<file path="src/rtl/vga_frame_monitor.sv">
// ---------------------------------------------------------------------------
// vga_frame_monitor
//   Receive side of the VGA pixel interface. It turns HS/VS/BLANK/RGB back
//   into pixel coordinates and per-frame statistics: active width/height,
//   line total, RGB checksum, frame count, lock status and a sticky line
//   width error flag.
//
// Ports
//   clk_clk      : system clock; all VGA inputs are synchronous to it
//   reset_reset  : synchronous, active-high reset
//   pix_en       : pixel strobe; inputs are sampled only when high
//   vga_HS/VS    : horizontal / vertical sync, active low
//   vga_BLANK    : 1 = visible pixel
//   vga_R/G/B    : pixel colour, 8 bits each
//   pix_valid    : registered active pixel strobe
//   pix_x/pix_y  : column / row of the pixel flagged by pix_valid
//   pix_rgb      : {R,G,B} of the pixel flagged by pix_valid
//   frame_done   : one-clock pulse at each tracked frame boundary
//   meas_width   : active pixels on the last active line of the previous frame
//   meas_height  : active lines in the previous frame
//   meas_htotal  : pix_en samples between the last two HS falling edges
//   frame_cksum  : sum of R+G+B over the previous frame, mod 2^24
//   frame_cnt    : completed frames, wrapping
//   locked       : last frame matched EXP_H_ACTIVE x EXP_V_ACTIVE
//   line_err     : sticky, some active line width differed from EXP_H_ACTIVE
// ---------------------------------------------------------------------------
module vga_frame_monitor #(
  parameter int unsigned EXP_H_ACTIVE = 640,
  parameter int unsigned EXP_V_ACTIVE = 480,
  parameter int unsigned CNT_W        = 12
) (
  input  logic             clk_clk,
  input  logic             reset_reset,
  input  logic             pix_en,
  input  logic             vga_HS,
  input  logic             vga_VS,
  input  logic             vga_BLANK,
  input  logic [7:0]       vga_R,
  input  logic [7:0]       vga_G,
  input  logic [7:0]       vga_B,
  output logic             pix_valid,
  output logic [CNT_W-1:0] pix_x,
  output logic [CNT_W-1:0] pix_y,
  output logic [23:0]      pix_rgb,
  output logic             frame_done,
  output logic [CNT_W-1:0] meas_width,
  output logic [CNT_W-1:0] meas_height,
  output logic [CNT_W-1:0] meas_htotal,
  output logic [23:0]      frame_cksum,
  output logic [15:0]      frame_cnt,
  output logic             locked,
  output logic             line_err
);

  localparam logic [CNT_W-1:0] CNT_ZERO = {CNT_W{1'b0}};
  localparam logic [CNT_W-1:0] CNT_ONE  = {{(CNT_W-1){1'b0}}, 1'b1};
  localparam logic [CNT_W-1:0] CNT_MAX  = {CNT_W{1'b1}};
  localparam logic [CNT_W-1:0] EXP_W    = CNT_W'(EXP_H_ACTIVE);
  localparam logic [CNT_W-1:0] EXP_H    = CNT_W'(EXP_V_ACTIVE);

  typedef enum logic [1:0] {
    ST_SEEK    = 2'd0,
    ST_MEASURE = 2'd1,
    ST_LOCKED  = 2'd2
  } state_e;

  // Counters stick at all-ones instead of wrapping.
  function automatic logic [CNT_W-1:0] sat_inc(input logic [CNT_W-1:0] v);
    if (v == CNT_MAX) begin
      return v;
    end else begin
      return v + CNT_ONE;
    end
  endfunction

  state_e           state_q, state_d;
  logic             hs_prev_q, hs_prev_d;
  logic             vs_prev_q, vs_prev_d;
  logic [CNT_W-1:0] x_q, x_d;
  logic [CNT_W-1:0] y_q, y_d;
  logic [CNT_W-1:0] htot_q, htot_d;
  logic [CNT_W-1:0] last_w_q, last_w_d;
  logic [23:0]      acc_q, acc_d;
  logic             pix_valid_q, pix_valid_d;
  logic [CNT_W-1:0] pix_x_q, pix_x_d;
  logic [CNT_W-1:0] pix_y_q, pix_y_d;
  logic [23:0]      pix_rgb_q, pix_rgb_d;
  logic             frame_done_q, frame_done_d;
  logic [CNT_W-1:0] meas_width_q, meas_width_d;
  logic [CNT_W-1:0] meas_height_q, meas_height_d;
  logic [CNT_W-1:0] meas_htotal_q, meas_htotal_d;
  logic [23:0]      cksum_q, cksum_d;
  logic [15:0]      frame_cnt_q, frame_cnt_d;
  logic             locked_q, locked_d;
  logic             line_err_q, line_err_d;

  logic             hs_fall_s, vs_fall_s, tracking_s, active_s;
  logic             line_close_s, frame_close_s, frame_match_s;
  logic [CNT_W-1:0] y_line_s, w_line_s, x_base_s, y_base_s;
  logic [23:0]      acc_base_s;
  logic [9:0]       rgb_sum_s;

  // Edge detection, line/frame closing and all datapath next-state values.
  always_comb begin
    hs_fall_s     = hs_prev_q & ~vga_HS;
    vs_fall_s     = vs_prev_q & ~vga_VS;
    tracking_s    = (state_q != ST_SEEK);
    active_s      = tracking_s & vga_BLANK;
    frame_close_s = vs_fall_s & tracking_s;
    // Only a line that carried active pixels advances the row count.
    line_close_s  = hs_fall_s & (x_q != CNT_ZERO);
    // Line is closed before the frame, so the frame latch sees that line.
    y_line_s      = line_close_s ? sat_inc(y_q) : y_q;
    w_line_s      = line_close_s ? x_q : last_w_q;
    // A pixel sampled together with an edge belongs to the new line/frame.
    x_base_s      = hs_fall_s ? CNT_ZERO : x_q;
    y_base_s      = frame_close_s ? CNT_ZERO : y_line_s;
    acc_base_s    = frame_close_s ? 24'h00_0000 : acc_q;
    frame_match_s = (w_line_s == EXP_W) && (y_line_s == EXP_H);
    rgb_sum_s     = {2'b00, vga_R} + {2'b00, vga_G} + {2'b00, vga_B};

    hs_prev_d     = hs_prev_q;
    vs_prev_d     = vs_prev_q;
    x_d           = x_q;
    y_d           = y_q;
    htot_d        = htot_q;
    last_w_d      = last_w_q;
    acc_d         = acc_q;
    pix_valid_d   = 1'b0;
    pix_x_d       = pix_x_q;
    pix_y_d       = pix_y_q;
    pix_rgb_d     = pix_rgb_q;
    frame_done_d  = 1'b0;
    meas_width_d  = meas_width_q;
    meas_height_d = meas_height_q;
    meas_htotal_d = meas_htotal_q;
    cksum_d       = cksum_q;
    frame_cnt_d   = frame_cnt_q;
    line_err_d    = line_err_q;

    if (pix_en) begin
      hs_prev_d     = vga_HS;
      vs_prev_d     = vga_VS;
      // The falling-edge sample is the first sample of the new line.
      htot_d        = hs_fall_s ? CNT_ONE : sat_inc(htot_q);
      meas_htotal_d = hs_fall_s ? htot_q : meas_htotal_q;
      line_err_d    = line_err_q | (line_close_s & (x_q != EXP_W));
      x_d           = active_s ? sat_inc(x_base_s) : x_base_s;
      y_d           = y_base_s;
      last_w_d      = frame_close_s ? CNT_ZERO : w_line_s;
      acc_d         = active_s ? (acc_base_s + {14'd0, rgb_sum_s}) : acc_base_s;
      pix_valid_d   = active_s;
      pix_x_d       = active_s ? x_base_s : pix_x_q;
      pix_y_d       = active_s ? y_base_s : pix_y_q;
      pix_rgb_d     = active_s ? {vga_R, vga_G, vga_B} : pix_rgb_q;
      frame_done_d  = frame_close_s;
      meas_width_d  = frame_close_s ? w_line_s : meas_width_q;
      meas_height_d = frame_close_s ? y_line_s : meas_height_q;
      cksum_d       = frame_close_s ? acc_q : cksum_q;
      frame_cnt_d   = frame_close_s ? (frame_cnt_q + 16'd1) : frame_cnt_q;
    end else begin
      pix_valid_d   = 1'b0;
      frame_done_d  = 1'b0;
    end
  end

  // Lock FSM: advances only on a sampled VS falling edge.
  always_comb begin
    state_d = state_q;
    if (pix_en && vs_fall_s) begin
      case (state_q)
        ST_SEEK:    state_d = ST_MEASURE;
        ST_MEASURE: state_d = frame_match_s ? ST_LOCKED : ST_MEASURE;
        ST_LOCKED:  state_d = frame_match_s ? ST_LOCKED : ST_MEASURE;
        default:    state_d = ST_SEEK;
      endcase
    end else begin
      state_d = state_q;
    end
    locked_d = (state_d == ST_LOCKED);
  end

  // State, datapath and output registers with synchronous reset.
  always_ff @(posedge clk_clk) begin
    if (reset_reset) begin
      state_q       <= ST_SEEK;
      hs_prev_q     <= 1'b1;
      vs_prev_q     <= 1'b1;
      x_q           <= CNT_ZERO;
      y_q           <= CNT_ZERO;
      htot_q        <= CNT_ZERO;
      last_w_q      <= CNT_ZERO;
      acc_q         <= 24'h00_0000;
      pix_valid_q   <= 1'b0;
      pix_x_q       <= CNT_ZERO;
      pix_y_q       <= CNT_ZERO;
      pix_rgb_q     <= 24'h00_0000;
      frame_done_q  <= 1'b0;
      meas_width_q  <= CNT_ZERO;
      meas_height_q <= CNT_ZERO;
      meas_htotal_q <= CNT_ZERO;
      cksum_q       <= 24'h00_0000;
      frame_cnt_q   <= 16'h0000;
      locked_q      <= 1'b0;
      line_err_q    <= 1'b0;
    end else begin
      state_q       <= state_d;
      hs_prev_q     <= hs_prev_d;
      vs_prev_q     <= vs_prev_d;
      x_q           <= x_d;
      y_q           <= y_d;
      htot_q        <= htot_d;
      last_w_q      <= last_w_d;
      acc_q         <= acc_d;
      pix_valid_q   <= pix_valid_d;
      pix_x_q       <= pix_x_d;
      pix_y_q       <= pix_y_d;
      pix_rgb_q     <= pix_rgb_d;
      frame_done_q  <= frame_done_d;
      meas_width_q  <= meas_width_d;
      meas_height_q <= meas_height_d;
      meas_htotal_q <= meas_htotal_d;
      cksum_q       <= cksum_d;
      frame_cnt_q   <= frame_cnt_d;
      locked_q      <= locked_d;
      line_err_q    <= line_err_d;
    end
  end

  assign pix_valid   = pix_valid_q;
  assign pix_x       = pix_x_q;
  assign pix_y       = pix_y_q;
  assign pix_rgb     = pix_rgb_q;
  assign frame_done  = frame_done_q;
  assign meas_width  = meas_width_q;
  assign meas_height = meas_height_q;
  assign meas_htotal = meas_htotal_q;
  assign frame_cksum = cksum_q;
  assign frame_cnt   = frame_cnt_q;
  assign locked      = locked_q;
  assign line_err    = line_err_q;

endmodule

</file>
<file path="config.mk">
export PLATFORM = sky130hd
export DESIGN_NAME = vga_frame_monitor
export DESIGN_NICKNAME = d
export VERILOG_FILES = /design/src/rtl/vga_frame_monitor.sv
export SDC_FILE = /design/constraint.sdc
export NUM_CORES = 1
export LEC_CHECK = 0
export BUFFER_PORTS_ARGS = -buffer_cell sky130_fd_sc_hd__clkbuf_2
export CAP_MARGIN = 20
export CORE_MARGIN = 2
export CORE_UTILIZATION = 35
export CTS_BUF_LIST = sky130_fd_sc_hd__clkbuf_8
export DETAILED_ROUTE_END_ITERATION = 8
export HOLD_SLACK_MARGIN = 0.08
export PLACE_DENSITY_LB_ADDON = 0.12
export RECOVER_POWER = 50
export SETUP_SLACK_MARGIN = 0.4
export SYNTH_ARGS = -nofsm -noshare
export SYNTH_HDL_FRONTEND = slang
export SYNTH_SLANG_ARGS = --single-unit
export TNS_END_PERCENT = 20
</file>
<file path="constraint.sdc">
create_clock -name clk_clk -period 7.3 [get_ports clk_clk]
set_clock_uncertainty 0.1 [all_clocks]
set_input_delay 0 -clock clk_clk [delete_from_list [all_inputs] [get_ports clk_clk]]
set_output_delay 0 -clock clk_clk [all_outputs]
set_load 0.02 [all_outputs]
</file>
### Word-level counts from Yosys, hierarchy flattened

Index checks and enable logic that the tools add are counted.

| word-level totals | value |
|---|---|
| output and inout port bits | 128 |
| logic and storage cells | 73 |
| register bits after elaboration | 204 |
| input bits | 30 |

| operators by class | value |
|---|---|
| mux-type cells | 15 |
| $add $sub $neg | 7 |
| reductions and logical operators | 11 |
| bitwise logic cells | 10 |
| eq/ne operators | 10 |

Operators by type and width:

| cell | count |
|---|---|
| two-way mux 12 bit | 10 |
| two-way mux 24 bit | 2 |
| adder 12 x 1 -> 12 bit (second input constant) | 3 |
| == test 12 bit (second input constant) | 3 |
| adder 24 x 10 -> 24 bit | 1 |
| adder 16 x 1 -> 16 bit (second input constant) | 1 |
| == test 12 x 10 -> 1 bit (second input constant) | 1 |
| == test 12 x 9 -> 1 bit (second input constant) | 1 |
| inequality test 12 x 10 -> 1 bit (second input constant) | 1 |
| nonzero test 12 bit | 1 |
| adder 9 x 8 -> 10 bit | 1 |
| adder 8 x 8 -> 9 bit | 1 |
| AND reduction 2 bit | 4 |
| bitwise AND 1 bit | 6 |
| == test 2 bit (second input constant) | 2 |
| two-way mux 2 bit | 2 |
| case mux 2 bit (2 select lines) | 1 |
| OR reduction 2 bit | 2 |
| NOT 1 bit | 3 |
| == test 2 x 1 -> 1 bit (second input constant) | 1 |
| logical AND 1 bit | 2 |
| zero test 2 bit | 1 |
| inequality test 2 bit (second input constant) | 1 |
| nonzero test 2 bit | 1 |
| bitwise OR 1 bit | 1 |

### Depth between registers and ports, before layout

| depth | value |
|---|---|
| depth after elaboration | 10 |
| gate-level depth with buffers | 18 |

### Worst setup path after synthesis

OpenSTA, ideal clock, no wires.

| timing | value |
|---|---|
| kind | register -> register |
| start | register state_q[0] |
| end | register acc_q[13] |
| path slack | 3.359 ns |
| period minus slack after synthesis | 3.941 ns |
| library setup time | 0.121 ns |
| arrival time | 3.720 ns |
| stages on the path, launching flop included | 19 |
| buffers on the path | 2 |
| path through | dfxtp_1 inv_1 ha_1 clkbuf_1 or3b_2 clkbuf_1 nand2_1 fa_1 inv_1 ha_1 inv_1 fa_1 nor2b_1 o21ai_0 a21boi_0 o211a_1 o21a_1 o2111ai_1 mux2_2 |

| on the way | value |
|---|---|
| longest elaborated chain between the ends | 5 |
| elaborated cells between the ends (all ways) | 6 |
| those cells by class | 1 x add/sub; 2 x mux; 2 x bitwise; 1 x reduce/logical |

Ends and longest elaborated chain:

| element | line | source |
|---|---|---|
| start, declared | 76 | `state_e state_q, state_d;` |
| start signal, assigned | 207 | `state_q <= state_d;` |
| nonzero test 2 bit * | 107 | `tracking_s = (state_q != ST_SEEK);` |
| bitwise AND 1 bit | 109 | `frame_close_s = vs_fall_s & tracking_s;` |
| two-way mux 24 bit | 118 | `acc_base_s = frame_close_s ? 24'h00_0000 : acc_q;` |
| adder 24 x 10 -> 24 bit | 151 | `acc_d = active_s ? (acc_base_s + {14'd0, rgb_sum_s}) : acc_base_s;` |
| two-way mux 24 bit * | 151 |  |
| end signal, assigned | 193 | `acc_q <= 24'h00_0000;` |
| end signal, assigned | 214 | `acc_q <= acc_d;` |
| end, declared | 83 | `logic [23:0] acc_q, acc_d;` |

Mark *: on every way between the ends. The rest lies on a longest branch, timed or not.
A chain may end at the register's enable or synchronous reset.

### Worst setup path in the final report

| timing | value |
|---|---|
| start | input reset_reset |
| end | register vs_prev_q |

RTL lines:

| element | line | source |
|---|---|---|
| start, declared | 33 | `input logic reset_reset,` |
| end signal, assigned | 209 | `vs_prev_q <= vs_prev_d;` |
| end, declared | 78 | `logic vs_prev_q, vs_prev_d;` |

No word-level cell between the ends.

==> key figures <==
Synthesis
  • Post-synth top flop: dfxtp_1
  • Cell area after synthesis: 0.00938 sq mm
  • Synth top area share: 43.5%
  • Post-synth top area cell: dfxtp_1
  • Synth Register Bits: 204
  • Ys async rst share: 0%
  • Syn Nets: 1213
  • Post-synth EDFFs: 0
  • Top post-synthesis cells by area: dfxtp_1 (44%), nand2_1 (9.9%), a21oi_1 (6.0%)
  • Syn_area_per_cell: 8.16 sq um
  • Synthesized instance count: 1150
  • Post-synthesis sequential area ratio: 43.5%
  • Yosys cell types: 68
  • Synth warn: 0

CTS
  • CTS Buffer Depth: 3
  • Buffer count from post-CTS setup fixing: 0
  • Worst skew pair latency: 540 ps
  • Clock-pin slew on the worst setup and hold paths: 60 ps
  • CTS buffer count: 39
  • CTS root buf: clkbuf_8
  • CTS tree: built
  • Hold_buf cts: 31
  • Clock sinks: 204
  • H-tree levels: 2
  • CTS resizes: 0

Power
  • Power, Total: 2.46 mW
  • Leak: 4.13 nW
  • VDD IR-drop max: 0.000120 V
  • Cell Pwr Density: 219 mW/mm^2

Routing
  • Final WL: 26.4 mm
  • Post-route ant nets: 0
  • Via density: 5.01
  • Drt drc: 0
  • WL/cell: 15.8 microns
  • Initial DRC count: 443
  • Via count: 8378
  • Initial DRT Pass Iterations: 5

Floorplanning
  • Die area: 0.0281 sq mm
  • Horiz. Die Dim: 168 microns
  • CORE AREA: 0.0262 sq mm
  • Placement Rows: 59
  • Initial Util: 35.8%
  • Die Ht: 168 microns
  • Ports: 158

Finish
  • # diodes: 0
  • NumNets Final: 1374
  • Area occupied by multi-input gates: 0.00480 sq mm
  • Final Util: 42.9%
  • Filler cell count: 2758
  • Fraction of layout cells with a size suffix above 1: 8.38%
  • Area delta synth->final: 19.8%
  • Register area: 0.00408 sq mm

Global routing
  • Total grt overflow: 0
  • Largest net degree at the start of global routing: 79
  • GRT Util Overall: 18.4%
  • Met2 Use GR: 28.3%
  • Vias in the first global route: 7990
  • Busiest grt layer: met2
  • First-pass GRT wire length: 42.5 mm
  • Met1 usage: 25.7%
  • Initial antenna violation count: 0
  • M3 GR Usage: 4.14%

Timing
  • Tcrit/Tclk final: 63.5%
  • Peak Freq: 0.216 GHz
  • Max-slew headroom: -133%
  • Tmin final: 4640 ps
  • Pins Over Slew Limit: 135
  • # setup viols final: 0
  • Worst-Margin Slew: 3500 ps
  • RSZ-0062 raised after global routing: false
  • Post-route setup TNS: 0 ps
  • Hold Vio Cnt, Final: 0

Critical path
  • Crit. End Element: flip-flop
  • Crit-path max FO: 78
  • Critical Path AT: 5020 ps
  • Startpoint types: input pin
  • Critical path type: input pin to flip-flop
  • Critical path required time: 7680 ps

Placement
  • Final GP Congestion: 0.802
  • I/O Buffers: 157
  • Placed wire-length estimate: 17.6 mm

Run
  • Max cap viols: 2

Run status
  • Status: complete, but fails checks
  • Failing checks: max-capacitance violations, max-slew violations

Min path
  • Min-Delay Path Class: input pin to flip-flop
## final timing paths
check	startpoint	slack, ps	depth (start not counted)	end
worst max register to register	state_q[0]	2860	16	acc_q[23]
worst min-delay path	vga_G[2]	160	4	pix_rgb[10]
worst min register to register	line_err	350	2	line_err
worst max-delay path	reset_reset	2660	6	vs_prev_q
## critical path, stage by stage
cell           delay, ps
dlygate4sd3_1        540
buf_6                300
clkbuf_1            2490
buf_4                900
a211o_1              180
dlygate4sd3_1        540
## flip-flops by register name, indices dropped and copies added (netlist names), 2 cells and up
register	flops
acc_q	24
frame_cksum	24
frame_cnt	16
htot_q	12
last_w_q	12
meas_height	12
meas_htotal	12
meas_width	12
pix_rgb	24
pix_x	12
pix_y	12
state_q	2
x_q	12
y_q	12
## cell families (layout without fill, tap and decap cells)
group	Yosys count	in the layout	synth area share, %
buf+inv	123	309	5.23
xor+xnor	49	49	4.57
mux	10	10	1.12
simple gates	512	512	25.2
flops	204	204	43.5
compound gates	219	219	14.7
fa+ha+maj	33	33	5.68
## cell usage in the layout, fill, tap and decap left out, types with 17 or more instances in the layout
cell type	Yosys	layout
clkbuf_8	0	50
clkbuf_2	1	27
xnor2_1	25	25
o21ai_0	28	28
nor2_1	106	106
clkbuf_1	51	131
nand4_1	19	19
inv_1	48	58
xor2_1	24	24
nand2_1	247	246
a21oi_1	112	112
nand3_1	39	39
dlygate4sd3_1	0	31
dfxtp_1	204	204
ha_1	17	17
## routing by layer
layer / vias to the layer above / part of all wire, %
li1: 4207 / -
met1: 3914 / 49
met2: 210 / 44
met3: 47 / 5.3
met4: 0 / 2.1
met5: - / 0
## where the power goes
group	switching, mW	internal (mW)	total, mW	leakage [nW]
registers	0.00722	1.12	1.13	1.64
logic	0.142	0.0874	0.230	2.05
clock network	0.489	0.612	1.10	0.433
## through the flow
| step | instances | hold WS [ps] | instance area [sq um] | setup slack (ps) |
|---|---|---|---|---|
| floorplan | 1150 | 22.4 | 9380 | 3360 |
| global placement | 1574 | 138 | 10300 | 3080 |
| detailed placement | 1574 | 144 | 10300 | 3020 |
| CTS | 1671 | 134 | 11400 | 2950 |
| global route | 1671 | 154 | 11200 | 2290 |
| finish | 1671 | 165 | 11200 | 2660 |
## synth_stat cells, drive strengths merged, types with 5 or more instances
cell    number
ha          17
nor2b        8
a311oi      13
dfxtp      204
and2        13
fa          16
a22o        11
nor4         6
clkbuf      52
buf         23
xnor2       25
nand2      247
a211oi       5
a22oi       14
xor2        24
a21oi      112
nand4       22
nor2       106
nor3        15
nand2b      11
and3        16
mux2i        6
or3          8
nand3       39
o21ai       29
inv         48
## final cells by class
cell class                      instances  share of cell area [%]
Multi-Input combinational cell        823                    42.8
Sequential cell                       204                    36.3
Timing Repair Buffer                  195                    8.78
Clock buffer                           50                    6.12
Tap cell                              335                    3.73
Inverter                               48                    1.60
Clock inverter                         16                   0.657
Power figures use the tool's default switching activity.
